**src/rtl/canxl_fcrc_ctrl_if.sv**
```systemverilog
// Bit-stream side and CRC-engine side signals of canxl_fcrc_ctrl.
// With FCRC_ERR_CNT_EN defined the interface also carries err_cnt.
interface canxl_fcrc_ctrl_if #(
  parameter int CRC_W = 32,
  parameter int CNT_W = 16
);
  logic             frm_start;
  logic             tx_mode;
  logic             abort;
  logic             bit_valid;
  logic             bit_in;
  logic             cov_last;
  logic [CRC_W-1:0] fcrc_frm;
  logic             fcrc_data;
  logic             fcrc_enable;
  logic             fcrc_init;
  logic             tx_bit;
  logic             busy;
  logic             crc_ok;
  logic             crc_err;
  logic             tx_done;
  logic [CNT_W-1:0] cov_cnt;
`ifdef FCRC_ERR_CNT_EN
  logic [7:0]       err_cnt;

  modport master (
    output frm_start, tx_mode, abort, bit_valid, bit_in, cov_last, fcrc_frm,
    input  fcrc_data, fcrc_enable, fcrc_init, tx_bit, busy, crc_ok, crc_err, tx_done, cov_cnt,
           err_cnt
  );
  modport slave (
    input  frm_start, tx_mode, abort, bit_valid, bit_in, cov_last, fcrc_frm,
    output fcrc_data, fcrc_enable, fcrc_init, tx_bit, busy, crc_ok, crc_err, tx_done, cov_cnt,
           err_cnt
  );
`else
  modport master (
    output frm_start, tx_mode, abort, bit_valid, bit_in, cov_last, fcrc_frm,
    input  fcrc_data, fcrc_enable, fcrc_init, tx_bit, busy, crc_ok, crc_err, tx_done, cov_cnt
  );
  modport slave (
    input  frm_start, tx_mode, abort, bit_valid, bit_in, cov_last, fcrc_frm,
    output fcrc_data, fcrc_enable, fcrc_init, tx_bit, busy, crc_ok, crc_err, tx_done, cov_cnt
  );
`endif
endinterface

```
**src/rtl/canxl_fcrc_ctrl.sv**
```systemverilog
// Sequencer for the CAN XL frame CRC engine: init, covered-bit gating, snapshot, TX serialise / RX compare.
// Define FCRC_ERR_CNT_EN to add the saturating RX CRC error counter err_cnt.
module canxl_fcrc_ctrl #(
  parameter int CRC_W = 32,
  parameter int CNT_W = 16
) (
  input  logic             clk,
  input  logic             g_rst,
  canxl_fcrc_ctrl_if.slave bus
);
  typedef enum logic [2:0] {
    S_IDLE     = 3'd0,
    S_INIT     = 3'd1,
    S_COVER    = 3'd2,
    S_SETTLE   = 3'd3,
    S_TX_SHIFT = 3'd4,
    S_RX_CMP   = 3'd5,
    S_DONE     = 3'd6
  } state_t;

  localparam logic [5:0] LAST_BIT = 6'(CRC_W - 1);

  state_t           state_q, state_d;
  logic [CRC_W-1:0] snap_q, snap_d;
  logic [5:0]       bit_cnt_q, bit_cnt_d;
  logic [CNT_W-1:0] cov_cnt_q, cov_cnt_d;
  logic             tx_mode_q, tx_mode_d;
  logic             mism_q, mism_d;
  logic             fcrc_init_q, fcrc_init_d;
  logic             tx_bit_q, tx_bit_d;
  logic             busy_q, busy_d;
  logic             crc_ok_q, crc_ok_d;
  logic             crc_err_q, crc_err_d;
  logic             tx_done_q, tx_done_d;
`ifdef FCRC_ERR_CNT_EN
  logic [7:0]       err_cnt_q, err_cnt_d;
  assign bus.err_cnt = err_cnt_q;
`endif

  // The engine sees covered bits in the same cycle they arrive.
  assign bus.fcrc_data   = bus.bit_in;
  assign bus.fcrc_enable = bus.bit_valid & (state_q == S_COVER);
  assign bus.fcrc_init   = fcrc_init_q;
  assign bus.tx_bit      = tx_bit_q;
  assign bus.busy        = busy_q;
  assign bus.crc_ok      = crc_ok_q;
  assign bus.crc_err     = crc_err_q;
  assign bus.tx_done     = tx_done_q;
  assign bus.cov_cnt     = cov_cnt_q;

  // Next-state and next-output computation
  always_comb begin
    state_d     = state_q;
    snap_d      = snap_q;
    bit_cnt_d   = bit_cnt_q;
    cov_cnt_d   = cov_cnt_q;
    tx_mode_d   = tx_mode_q;
    mism_d      = mism_q;
    fcrc_init_d = 1'b0;
    crc_ok_d    = 1'b0;
    crc_err_d   = 1'b0;
    tx_done_d   = 1'b0;
    if ((state_q != S_IDLE) && bus.abort) begin
      state_d     = S_IDLE;
      fcrc_init_d = 1'b1;
    end else begin
      case (state_q)
        S_IDLE: begin
          if (bus.frm_start) begin
            tx_mode_d   = bus.tx_mode;
            fcrc_init_d = 1'b1;
            state_d     = S_INIT;
          end else begin
            state_d = S_IDLE;
          end
        end
        S_INIT: begin
          cov_cnt_d = '0;
          bit_cnt_d = 6'd0;
          mism_d    = 1'b0;
          state_d   = S_COVER;
        end
        S_COVER: begin
          if (bus.bit_valid) begin
            cov_cnt_d = (&cov_cnt_q) ? cov_cnt_q : cov_cnt_q + CNT_W'(1);
            state_d   = bus.cov_last ? S_SETTLE : S_COVER;
          end else begin
            state_d = S_COVER;
          end
        end
        S_SETTLE: begin
          snap_d  = bus.fcrc_frm;
          state_d = tx_mode_q ? S_TX_SHIFT : S_RX_CMP;
        end
        S_TX_SHIFT: begin
          if (bus.bit_valid) begin
            snap_d    = {snap_q[CRC_W-2:0], 1'b0};
            bit_cnt_d = bit_cnt_q + 6'd1;
            tx_done_d = (bit_cnt_q == LAST_BIT);
            state_d   = (bit_cnt_q == LAST_BIT) ? S_IDLE : S_TX_SHIFT;
          end else begin
            state_d = S_TX_SHIFT;
          end
        end
        S_RX_CMP: begin
          if (bus.bit_valid) begin
            mism_d    = mism_q | (bus.bit_in ^ snap_q[CRC_W-1]);
            snap_d    = {snap_q[CRC_W-2:0], bus.bit_in};
            bit_cnt_d = bit_cnt_q + 6'd1;
            // Verdict is registered on the way into DONE so it is visible during DONE.
            crc_ok_d  = (bit_cnt_q == LAST_BIT) & ~mism_d;
            crc_err_d = (bit_cnt_q == LAST_BIT) & mism_d;
            state_d   = (bit_cnt_q == LAST_BIT) ? S_DONE : S_RX_CMP;
          end else begin
            state_d = S_RX_CMP;
          end
        end
        S_DONE: begin
          state_d = S_IDLE;
        end
        default: begin
          state_d = S_IDLE;
        end
      endcase
    end
    tx_bit_d = (state_d == S_TX_SHIFT) ? snap_d[CRC_W-1] : 1'b0;
    busy_d   = (state_d != S_IDLE);
`ifdef FCRC_ERR_CNT_EN
    err_cnt_d = (crc_err_d && (err_cnt_q != 8'hFF)) ? err_cnt_q + 8'd1 : err_cnt_q;
`endif
  end

  // State and output registers
  always_ff @(posedge clk or posedge g_rst) begin
    if (g_rst) begin
      state_q     <= S_IDLE;
      snap_q      <= '0;
      bit_cnt_q   <= 6'd0;
      cov_cnt_q   <= '0;
      tx_mode_q   <= 1'b0;
      mism_q      <= 1'b0;
      fcrc_init_q <= 1'b0;
      tx_bit_q    <= 1'b0;
      busy_q      <= 1'b0;
      crc_ok_q    <= 1'b0;
      crc_err_q   <= 1'b0;
      tx_done_q   <= 1'b0;
`ifdef FCRC_ERR_CNT_EN
      err_cnt_q   <= 8'd0;
`endif
    end else begin
      state_q     <= state_d;
      snap_q      <= snap_d;
      bit_cnt_q   <= bit_cnt_d;
      cov_cnt_q   <= cov_cnt_d;
      tx_mode_q   <= tx_mode_d;
      mism_q      <= mism_d;
      fcrc_init_q <= fcrc_init_d;
      tx_bit_q    <= tx_bit_d;
      busy_q      <= busy_d;
      crc_ok_q    <= crc_ok_d;
      crc_err_q   <= crc_err_d;
      tx_done_q   <= tx_done_d;
`ifdef FCRC_ERR_CNT_EN
      err_cnt_q   <= err_cnt_d;
`endif
    end
  end
endmodule

```
**src/flat_wrapper.sv**
```systemverilog
// flat-port wrapper written by rule: the top's interface ports become plain ports
module canxl_fcrc_ctrl_flat 
#(
  parameter int CRC_W = 32,
  parameter int CNT_W = 16
)
  (clk, g_rst, bus_frm_start, bus_tx_mode, bus_abort, bus_bit_valid, bus_bit_in, bus_cov_last, bus_fcrc_frm, bus_fcrc_data, bus_fcrc_enable, bus_fcrc_init, bus_tx_bit, bus_busy, bus_crc_ok, bus_crc_err, bus_tx_done, bus_cov_cnt);
  canxl_fcrc_ctrl_if #(.CRC_W(CRC_W), .CNT_W(CNT_W)) bus_i ();
  input  logic clk;
  input  logic g_rst;
  input wire logic [$bits(bus_i.frm_start)-1:0] bus_frm_start;
  input wire logic [$bits(bus_i.tx_mode)-1:0] bus_tx_mode;
  input wire logic [$bits(bus_i.abort)-1:0] bus_abort;
  input wire logic [$bits(bus_i.bit_valid)-1:0] bus_bit_valid;
  input wire logic [$bits(bus_i.bit_in)-1:0] bus_bit_in;
  input wire logic [$bits(bus_i.cov_last)-1:0] bus_cov_last;
  input wire logic [$bits(bus_i.fcrc_frm)-1:0] bus_fcrc_frm;
  output wire logic [$bits(bus_i.fcrc_data)-1:0] bus_fcrc_data;
  output wire logic [$bits(bus_i.fcrc_enable)-1:0] bus_fcrc_enable;
  output wire logic [$bits(bus_i.fcrc_init)-1:0] bus_fcrc_init;
  output wire logic [$bits(bus_i.tx_bit)-1:0] bus_tx_bit;
  output wire logic [$bits(bus_i.busy)-1:0] bus_busy;
  output wire logic [$bits(bus_i.crc_ok)-1:0] bus_crc_ok;
  output wire logic [$bits(bus_i.crc_err)-1:0] bus_crc_err;
  output wire logic [$bits(bus_i.tx_done)-1:0] bus_tx_done;
  output wire logic [$bits(bus_i.cov_cnt)-1:0] bus_cov_cnt;
  assign bus_i.frm_start = bus_frm_start;
  assign bus_i.tx_mode = bus_tx_mode;
  assign bus_i.abort = bus_abort;
  assign bus_i.bit_valid = bus_bit_valid;
  assign bus_i.bit_in = bus_bit_in;
  assign bus_i.cov_last = bus_cov_last;
  assign bus_i.fcrc_frm = bus_fcrc_frm;
  assign bus_fcrc_data = bus_i.fcrc_data;
  assign bus_fcrc_enable = bus_i.fcrc_enable;
  assign bus_fcrc_init = bus_i.fcrc_init;
  assign bus_tx_bit = bus_i.tx_bit;
  assign bus_busy = bus_i.busy;
  assign bus_crc_ok = bus_i.crc_ok;
  assign bus_crc_err = bus_i.crc_err;
  assign bus_tx_done = bus_i.tx_done;
  assign bus_cov_cnt = bus_i.cov_cnt;
  canxl_fcrc_ctrl #(.CRC_W(CRC_W), .CNT_W(CNT_W)) u_core (.clk(clk), .g_rst(g_rst), .bus(bus_i));
endmodule
```
**config.mk**
```make
export PLATFORM = sky130hd
export DESIGN_NAME = canxl_fcrc_ctrl_flat
export DESIGN_NICKNAME = d
export VERILOG_FILES = /design/src/rtl/canxl_fcrc_ctrl_if.sv /design/src/rtl/canxl_fcrc_ctrl.sv /design/src/flat_wrapper.sv
export SDC_FILE = /design/constraint.sdc
export NUM_CORES = 1
export LEC_CHECK = 0
export ABC_CLOCK_PERIOD_IN_PS = 6300
export CORE_AREA = 2 2 91 93
export DETAILED_ROUTE_END_ITERATION = 10
export DIE_AREA = 0 0 93 95
export DONT_BUFFER_PORTS = 1
export MAX_ROUTING_LAYER = met4
export PLACE_DENSITY = 0.64
export SETUP_SLACK_MARGIN = 0.4
export SYNTH_ARGS = -nofsm -noshare
export SYNTH_HDL_FRONTEND = slang
export SYNTH_SLANG_ARGS = --single-unit
```
**constraint.sdc**
```tcl
create_clock -name clk -period 6.3 [get_ports clk]
set_clock_uncertainty 0.15 [all_clocks]
set_input_delay 1.575 -clock clk [delete_from_list [all_inputs] [get_ports clk]]
set_output_delay 1.575 -clock clk [all_outputs]
set_load 0.005 [all_outputs]
```
==> results of run 1 <==
## per-stage QoR
step                      hold slack (ns)  utilization [%]  total power (uW)  cell area (um2)  worst slack, ns
final                               0.327             46.5              1370             3690             2.86
after detailed placement            0.306             43.3               925             3430             2.48
after floorplan                     0.284                -               851             3400             2.72
after global placement              0.309             43.3               909             3430             2.58
after global routing                0.361             46.5              1450             3690             2.64
after CTS                           0.330             46.5              1380             3690             2.85
## metal layers
metal,routed length (um),vias up
li1,-,1282
met1,3430,1294
met2,3920,71
met3,579,11
met4,86,0
met5,0,-
## layout make-up
cell class	instances	share of cell area [%]
clock buffers	10	3.73
inverters	9	0.916
clock inverters	6	3.09
flip-flops and latches	65	44.1
multi-input cells	255	44.0
repair buffers	3	0.611
well taps	105	3.56
## state kept, by name, summed over array words and instances, names as in the netlist
name                  flops
u_core.bus.tx_bit         1
u_core.snap_q            32
u_core.bus.crc_err        1
u_core.bus.busy           1
u_core.bus.cov_cnt       16
u_core.mism_q             1
u_core.bit_cnt_q          6
u_core.bus.crc_ok         1
u_core.bus.fcrc_init      1
u_core.state_q            3
u_core.tx_mode_q          1
u_core.bus.tx_done        1
## cells in the mapped netlist (3+ instances only)
| cell | instances | area share (%) |
|---|---|---|
| a211oi_1 | 5 | 1.1 |
| dfrtp_1 | 65 | 48 |
| and3_1 | 4 | 0.73 |
| and3b_1 | 3 | 0.77 |
| nor2_1 | 16 | 1.8 |
| mux2i_1 | 9 | 2.6 |
| nand4_1 | 6 | 1.1 |
| o31ai_1 | 4 | 0.88 |
| a21oi_1 | 3 | 0.44 |
| nor4_1 | 4 | 0.73 |
| a31oi_1 | 3 | 0.55 |
| nand3_1 | 12 | 1.8 |
| nand2b_1 | 10 | 1.8 |
| inv_1 | 9 | 0.99 |
| nor4b_1 | 3 | 0.77 |
| a22oi_1 | 30 | 6.6 |
| and2_1 | 5 | 0.92 |
| buf_2 | 9 | 1.3 |
| clkbuf_1 | 17 | 1.9 |
| o21ai_0 | 35 | 5.1 |
| xnor2_1 | 3 | 0.77 |
| and4_1 | 4 | 1.0 |
| nand2_1 | 50 | 5.5 |
## placed cells by master (no fill, tap or decap), types with 4 or more instances in the layout
cell type  synthesis  routed
dfrtp_1           65      65
nand2_1           50      50
o21ai_0           35      35
a22oi_1           30      30
nor2_1            16      16
nand3_1           12      12
nand2b_1          10      10
clkbuf_8           0      10
mux2i_1            9       9
inv_1              9       8
nand4_1            6       6
and2_1             5       5
a211oi_1           5       5
o31ai_1            4       4
nor4_1             4       4
and4_1             4       4
and3_1             4       4
## final timing paths
check / cells after the start / to / slack [ns] / from
worst max-delay path: 5 / u_core.bus.tx_bit / 2.86 / bus_bit_valid
worst min-delay path: 1 / u_core.bus.crc_ok / 0.33 / u_core.mism_q
worst max register to register: 4 / u_core.bus.tx_bit / 2.98 / u_core.state_q[2]
worst min register to register: 1 / u_core.bus.crc_ok / 0.33 / u_core.mism_q
max in group asynchronous: 2 / u_core.snap_q[4] / 4.27 / g_rst
min in group asynchronous: 2 / u_core.snap_q[22] / 1.19 / g_rst
## where the power goes
group / switching [uW] / internal (uW) / leakage [uW]
Clock: 175 / 275 / 0.000119
Sequential: 101 / 536 / 0.000860
Combinational: 164 / 114 / 0.000517
## logic make-up (layout without fill, tap and decap cells)
kind of cell,Yosys count,after routing,synth area share [%]
AND/OR/NAND/NOR,133,133,21.3
buffers and inverters,37,28,4.74
AO/OA/AOI/OAI,104,104,20.9
flip-flops,65,65,47.8
XOR/XNOR,5,5,1.29
multiplexers,11,11,3.31
adder cells (fa/ha/maj),2,2,0.735
==> run metrics, run 1 <==
startpoint types input pin; die height 95 um; worst slew margin relative to its limit approximately 15%; Critical Path AT 3.54 ns; nets 385; register area share after synthesis 47.8%; Tcrit/Tclk final between 50% and 60%; Starting Density a little over two fifths; Max Slew Vio Count 0; Syn Nets around 400; M2 GR Usage a little under a third; DRT Pass-1 Iters 5; Max VDD drop between 0.0002 and 0.00025 V; Std-Cell Rows 33; outcome finished clean; Die W between 90 and 100 um; initial antenna violation count 0; endpoint class of the critical path flop; gr ovfl total 0; DP HPWL roughly 5.2 mm; syn_area_per_cell ~9.5 um2; post-DR vias/cell 5.87; CTS Hold Bufs 0; post-cts sizing count 0; Peak Freq approximately 0.29 GHz; Non-Filler Instances ~450; Least-Margin Pin Slew ~1.3 ns; first-pass GRT wire length roughly 13 mm; setup_tns 0 ns; top_reg_cell synth dfrtp_1; register area 1630 um2; vias in the first global route 2616; Mapped Area 3400 um2; CP max stage delay slightly above 1 ns; DR WL/cell 17.7 um; asr flop ratio synth 100%; via count approximately 2700; root buf cell clkbuf_8; DP Cell Count 437; crit-path leading delay family compound AO/OA/AOI/OAI gates; total power divided by cell area 371 nW/um2; area delta synth->final 8.27%; number of placed I/O pins 64; Num Clock Sinks between 60 and 70; WP data required between 6 and 7 ns; layout cells sized above 1 under 10%; Critical-path top delay cell o21ai_2; crit path kind input pin to flop; Mapped Cells 357; post-route ant nets 0; clock-pin slew on the worst setup and hold paths ~0.080 ns; CTS H-tree lvls 3; IO Port Bufs 0; antenna diode count 0; Core Region 7930 um2; synthesized flop and latch total 65; CTS tree done; DRC 0; crit-path max FO 34; Hold Crit Class flop to flop; fin crit period approximately 3.4 ns; GRT Resource Usage Total between 10% and 20%; # setup viols final 0; CP bufs+invs 1; met1 usage a little under a quarter; cells along the critical path and3b_1, buf_4, o21ai_2, a22o_1, nor4b_1; M3 GR Usage 6.30%; area of the die roughly 8800 um2; Max Cap Viol 0; number of synthesized flops with an enable pin 0; Total Routed Length 8.01 mm; pin count of the biggest net entering global routing 66; clk_lat worst skew approximately 0.35 ns; leak pwr between 0.001 and 0.0015 uW; CTS Buf Count 9; RSZ-0062 raised after global routing no; RePlAce Congestion 0.791; Netlist cell types 57; Multi-input gate area between 1500 and 2000 um2; Hold Vio Cnt, Final 0; DR iter-0 viols roughly 100; Max clock buf depth 2; fillers between 700 and 800; Setup Fix Bufs, Post-CTS 0; synth warn 0; gr busiest metal met2
Note: power is estimated with default switching activity, not from simulation.
==> run 2, diff against run 1 <==
--- a/config.mk
+++ b/config.mk
@@ -5,7 +5,7 @@
 export SDC_FILE = /design/constraint.sdc
 export NUM_CORES = 1
 export LEC_CHECK = 0
-export ABC_CLOCK_PERIOD_IN_PS = 6300
+export ABC_CLOCK_PERIOD_IN_PS = 3300
 export CORE_AREA = 2 2 91 93
 export DETAILED_ROUTE_END_ITERATION = 10
 export DIE_AREA = 0 0 93 95
==> constraint.sdc (replaced) <==
create_clock -name clk -period 3.3 [get_ports clk]
set_clock_uncertainty 0.15 [all_clocks]
set_input_delay 0.825 -clock clk [delete_from_list [all_inputs] [get_ports clk]]
set_output_delay 0.825 -clock clk [all_outputs]
set_load 0.005 [all_outputs]
==> run metrics, run 2 (synthesis gave the netlist of run 1 again) <==
area delta synth->final 7.06%; number of placed I/O pins 64; first-pass GRT wire length 13.2 mm; Max clock buf depth 2; crit-path max FO 20; placed cell area 3460 um2; clk_lat worst skew between 0.3 and 0.4 ns; Most flops, register u_core.snap_q; DR WL/cell about 17 um; leak pwr 0.00148 uW; Internal Power between 1500 and 2000 uW; Max VDD drop approximately 0.00029 V; post-DR vias/cell ~5.9; Comb power frac roughly 22%; Setup Fix Bufs, Post-CTS 0; Tcrit/Tclk final between 70% and 80%; vias in the first global route ~2700; slack of the worst reg-to-reg path approximately 1.1 ns; most frequent cells in the layout 65 x dfrtp_1, 50 x nand2_1, 35 x o21ai_0; CTS H-tree lvls 3; endpoint class of the critical path output port; sw frac between 30% and 40%; worst slew margin relative to its limit between 40% and 50%; IO Port Bufs 0; Non-Filler Instances 456; Max Slew Vio Count 0; CTS tree done; gr ovfl total 0; met1 usage between 20% and 30%; DRT Pass-1 Iters 4; root buf cell clkbuf_8; switching pwr between 800 and 900 uW; post-route ant nets 0; startpoint types flop; area of the die 8840 um2; Least-Margin Pin Slew approximately 0.80 ns; Num Clock Sinks 65; max FFs per register 32; M3 GR Usage under 10%; final instance area approximately 3600 um2; setup_tns 0 ns; gr busiest metal met2; RSZ-0062 raised after global routing no; Core Region 7930 um2; post-cts sizing count 0; Die W a little over 90 um; clock-pin slew on the worst setup and hold paths 0.08 ns; Hold Vio Cnt, Final 0; Peak Freq around 0.38 GHz; WHS 0.125 ns; # setup viols final 0; Max Cap Viol 0; Critical-path top delay cell dfrtp_1; cells along the critical path nor3b_1, and2_1; total power divided by cell area roughly 660 nW/um2; fin util around 46%; Critical Path AT 1.64 ns; CTS Hold Bufs 0; cells on worst reg2reg path 4; antenna diode count 0; Std-Cell Rows 33; layout cells sized above 1 around 9%; most common cell after layout, fill and taps aside dfrtp_1; die height ~95 um; crit path kind flop to output port; DP HPWL ~5.4 mm; CTS Buf Count 9; DP Cell Count 440; Clock power frac a little over a quarter; fin crit period between 2 and 3 ns; GRT Resource Usage Total 19.9%; M2 GR Usage 30.2%; pin count of the biggest net entering global routing 39; outcome finished clean; Starting Density between 40% and 50%; RePlAce Congestion approximately 0.84; Hold Crit Class input pin to asynchronous set/reset pin; Total Routed Length 7.89 mm; DR iter-0 viols 236; via count 2703; DRC 0; WP data required roughly 2.3 ns; nets 388; sequential share of power 50.3%; initial antenna violation count 0; CP max stage delay around 0.7 ns
[run 2: cell types whose count changed in the layout (fill, tap and decap cells not counted)]
cell / change
clkbuf_8: -1
clkinv_4: +1
bufinv_16: -2
inv_6: -1
clkinvlp_4: -1
buf_4: +3
clkbuf_1: +2
clkinv_2: +2
[run 2: worst paths after layout]
| check | from | endpoint |
|---|---|---|
| worst max-delay path | u_core.state_q[1] | bus_fcrc_enable |
| worst min-delay path | g_rst | u_core.snap_q[24] |
| worst max register to register | u_core.state_q[0] | u_core.bus.cov_cnt[13] |
| worst min register to register | u_core.mism_q | u_core.bus.crc_ok |
| max in group asynchronous | g_rst | u_core.state_q[0] |
| min in group clk | u_core.mism_q | u_core.bus.crc_ok |
[run 2: stage by stage]
step           worst slack, ns  power (uW)
5_1_grt                  0.549        2600
6_report                 0.684        2410
2_1_floorplan            0.699        1620
4_1_cts                  0.683        2450
3_5_place_dp             0.984        1770
3_3_place_gp              1.04        1740
[run 2: critical path, delay by kind of cell, from the launching register on]
kind | cells | cell delay (ns)
flip-flops | 1 | 0.70
AND/OR/NAND/NOR | 2 | 0.59
[run 2: layout make-up]
| type | count | area, um2 |
|---|---|---|
| Clock buffer | 11 | 131 |
| Sequential cell | 65 | 1630 |
| Tap cell | 105 | 131 |
| Fill cell | 781 | 4280 |
| Clock inverter | 5 | 56.3 |
| Inverter | 9 | 33.8 |
| Multi-Input combinational cell | 255 | 1620 |
| Timing Repair Buffer | 6 | 45.0 |
[run 2: routing by layer]
| metal | vias up | share of wire, % |
|---|---|---|
| li1 | 1285 | - |
| met1 | 1310 | 43 |
| met2 | 93 | 48 |
| met3 | 15 | 7.0 |
| met4 | 0 | 2.2 |
| met5 | - | 0 |
[run 2: power groups by stage]
stage                     logic (uW)  clock network [uW]  registers, uW
after floorplan                  487                   0           1140
after detailed placement         548                   0           1220
after CTS                        546                 687           1210
final                            536                 662           1210
after global routing             626                 723           1250
after global placement           519                   0           1220
==> run 3, diff against run 2 <==
--- a/config.mk
+++ b/config.mk
@@ -5,7 +5,7 @@
 export SDC_FILE = /design/constraint.sdc
 export NUM_CORES = 1
 export LEC_CHECK = 0
-export ABC_CLOCK_PERIOD_IN_PS = 3300
+export ABC_CLOCK_PERIOD_IN_PS = 2500
 export CORE_AREA = 2 2 91 93
 export DETAILED_ROUTE_END_ITERATION = 10
 export DIE_AREA = 0 0 93 95
==> constraint.sdc (replaced) <==
create_clock -name clk -period 2.5 [get_ports clk]
set_clock_uncertainty 0.15 [all_clocks]
set_input_delay 0.625 -clock clk [delete_from_list [all_inputs] [get_ports clk]]
set_output_delay 0.625 -clock clk [all_outputs]
set_load 0.005 [all_outputs]
==> run metrics, run 3 (synthesis gave the netlist of run 1 again) <==
CP max stage delay about 0.47 ns; DR WL/cell roughly 17 um; Total Routed Length approximately 8 mm; Hold Crit Class input pin to asynchronous set/reset pin; Starting Density roughly 43%; Die W between 90 and 100 um; leak pwr between 0.0015 and 0.002 uW; CTS Buf Count 9; CTS tree done; area delta synth->final 11.1%; most frequent cells in the layout 61 x dfrtp_1, 50 x nand2_1, 35 x o21ai_0; crit path kind flop to output port; outcome finished clean; antenna diode count 0; Critical Path AT roughly 1.3 ns; post-DR vias/cell about 5.9; DR iter-0 viols 130; Tcrit/Tclk final 81.8%; pre-CTS setup slack 0.328 ns; layout cells sized above 1 around 13%; CTS H-tree lvls 3; Max Slew Vio Count 0; gr busiest metal met2; setup_tns 0 ns; Critical-path top delay cell dfrtp_2; Num Clock Sinks 65; clk_lat worst skew 0.34 ns; DRT Pass-1 Iters 4; die height approximately 95 um; area of the die approximately 8800 um2; M3 GR Usage about 5.3%; worst slew margin relative to its limit 64.9%; first-pass GRT wire length between 10 and 15 mm; Core Region just under 8000 um2; Clock power frac around 31%; root buf cell clkbuf_8; startpoint types flop; CP bufs+invs 0; DRC 0; Std-Cell Rows 33; pin count of the biggest net entering global routing 44; nets around 400; Hold Vio Cnt, Final 0; sequential share of power 45.7%; GRT Resource Usage Total roughly a fifth; post-route ant nets 0; crit-path leading delay family flip-flops; switching pwr about 1100 uW; Max Cap Viol 0; Comb power frac about a quarter; fillers roughly 750; Max VDD drop about 0.0005 V; clock-pin slew on the worst setup and hold paths about 0.070 ns; cells along the critical path nor3b_4, and2_1; M2 GR Usage 29.3%; IO Port Bufs 0; Max clock buf depth 2; initial antenna violation count 0; # setup viols final 0; RSZ-0062 raised after global routing no; Peak Freq around 0.49 GHz; final instance area 3780 um2; vias in the first global route ~2500; DP HPWL about 5.4 mm; fin crit period between 2 and 2.5 ns; final worst slack between 0.4 and 0.5 ns; gr ovfl total 0; Most flops, register u_core.snap_q; crit-path max FO 9; endpoint class of the critical path output port; most common cell after layout, fill and taps aside dfrtp_1; register area ~1600 um2; Internal Power about 2400 uW; RePlAce Congestion 0.839; Least-Margin Pin Slew roughly 0.52 ns; via count ~2700; placed cell area 3500 um2; met1 usage between 20% and 30%; total power divided by cell area 911 nW/um2; sw frac about a third; WP data required 1.73 ns; Multi-input gate area about 1700 um2; max FFs per register 32; number of placed I/O pins between 60 and 70
[run 3: changes by cell type in the layout (fill, tap and decap cells not counted), sizes merged]
cell | before | now
buf | 6 | 11
bufinv | 1 | 3
clkinv | 3 | 2
inv | 9 | 8
[run 3: final cells by class]
class	count	area share, %
Clock inverter	5	2.74
Timing Repair Buffer	11	2.51
Tap cell	105	3.47
Inverter	9	0.992
Clock buffer	11	3.47
Multi-Input combinational cell	255	43.7
Sequential cell	65	43.1
[run 3: path summary, 6_finish.rpt]
| path | end | depth (start not counted) | startpoint | slack, ns |
|---|---|---|---|---|
| min in group clk | u_core.bus.tx_done | 1 | bus_abort | 0.23 |
| worst max register to register | u_core.bus.cov_cnt[0] | 5 | u_core.bus.cov_cnt[0] | 0.54 |
| worst min-delay path | u_core.bus.tx_bit | 1 | g_rst | 0.04 |
| worst max-delay path | bus_fcrc_enable | 2 | u_core.state_q[0] | 0.46 |
| max in group asynchronous | u_core.snap_q[26] | 2 | g_rst | 1.59 |
| worst min register to register | u_core.bus.crc_ok | 1 | u_core.mism_q | 0.32 |
[run 3: stage by stage]
stage	total power, uW	hold slack [ns]	util [%]	cells
2_1_floorplan	2140	0.284	-	357
3_3_place_gp	2310	0.312	44.1	443
3_5_place_dp	2350	0.320	44.1	443
4_1_cts	3440	0.0450	47.2	459
5_1_grt	3680	0.0570	47.7	461
6_report	3450	0.0413	47.7	461
[run 3: worst reg2reg max path: cells and delay by family, from the launching register on]
family | cells | cell delay, ns
mux | 1 | 0.29
simple gates | 2 | 0.57
compound gates | 1 | 0.16
flops | 1 | 0.43
fa+ha+maj | 1 | 0.24
[run 3: repair_timing]
| action | in CTS | in global routing |
|---|---|---|
| resized for setup | 4 | 9 |
| setup endpoints to repair | 8 | 15 |
| hold buffers | 0 | 0 |
| setup buffers | 0 | 2 |
[run 3: power groups by stage]
stage                     Sequential, uW  Combinational (uW)  Clock (uW)
after global routing                1610                 918        1150
after global placement              1580                 730           0
after CTS                           1580                 762        1100
after floorplan                     1500                 644           0
final                               1570                 802        1070
after detailed placement            1590                 761           0
[run 3: routing by layer]
layer	vias to the layer above	wire length (um)
met1	1362	3620
met5	-	0
met4	0	78
met2	63	3790
met3	10	395
li1	1295	-
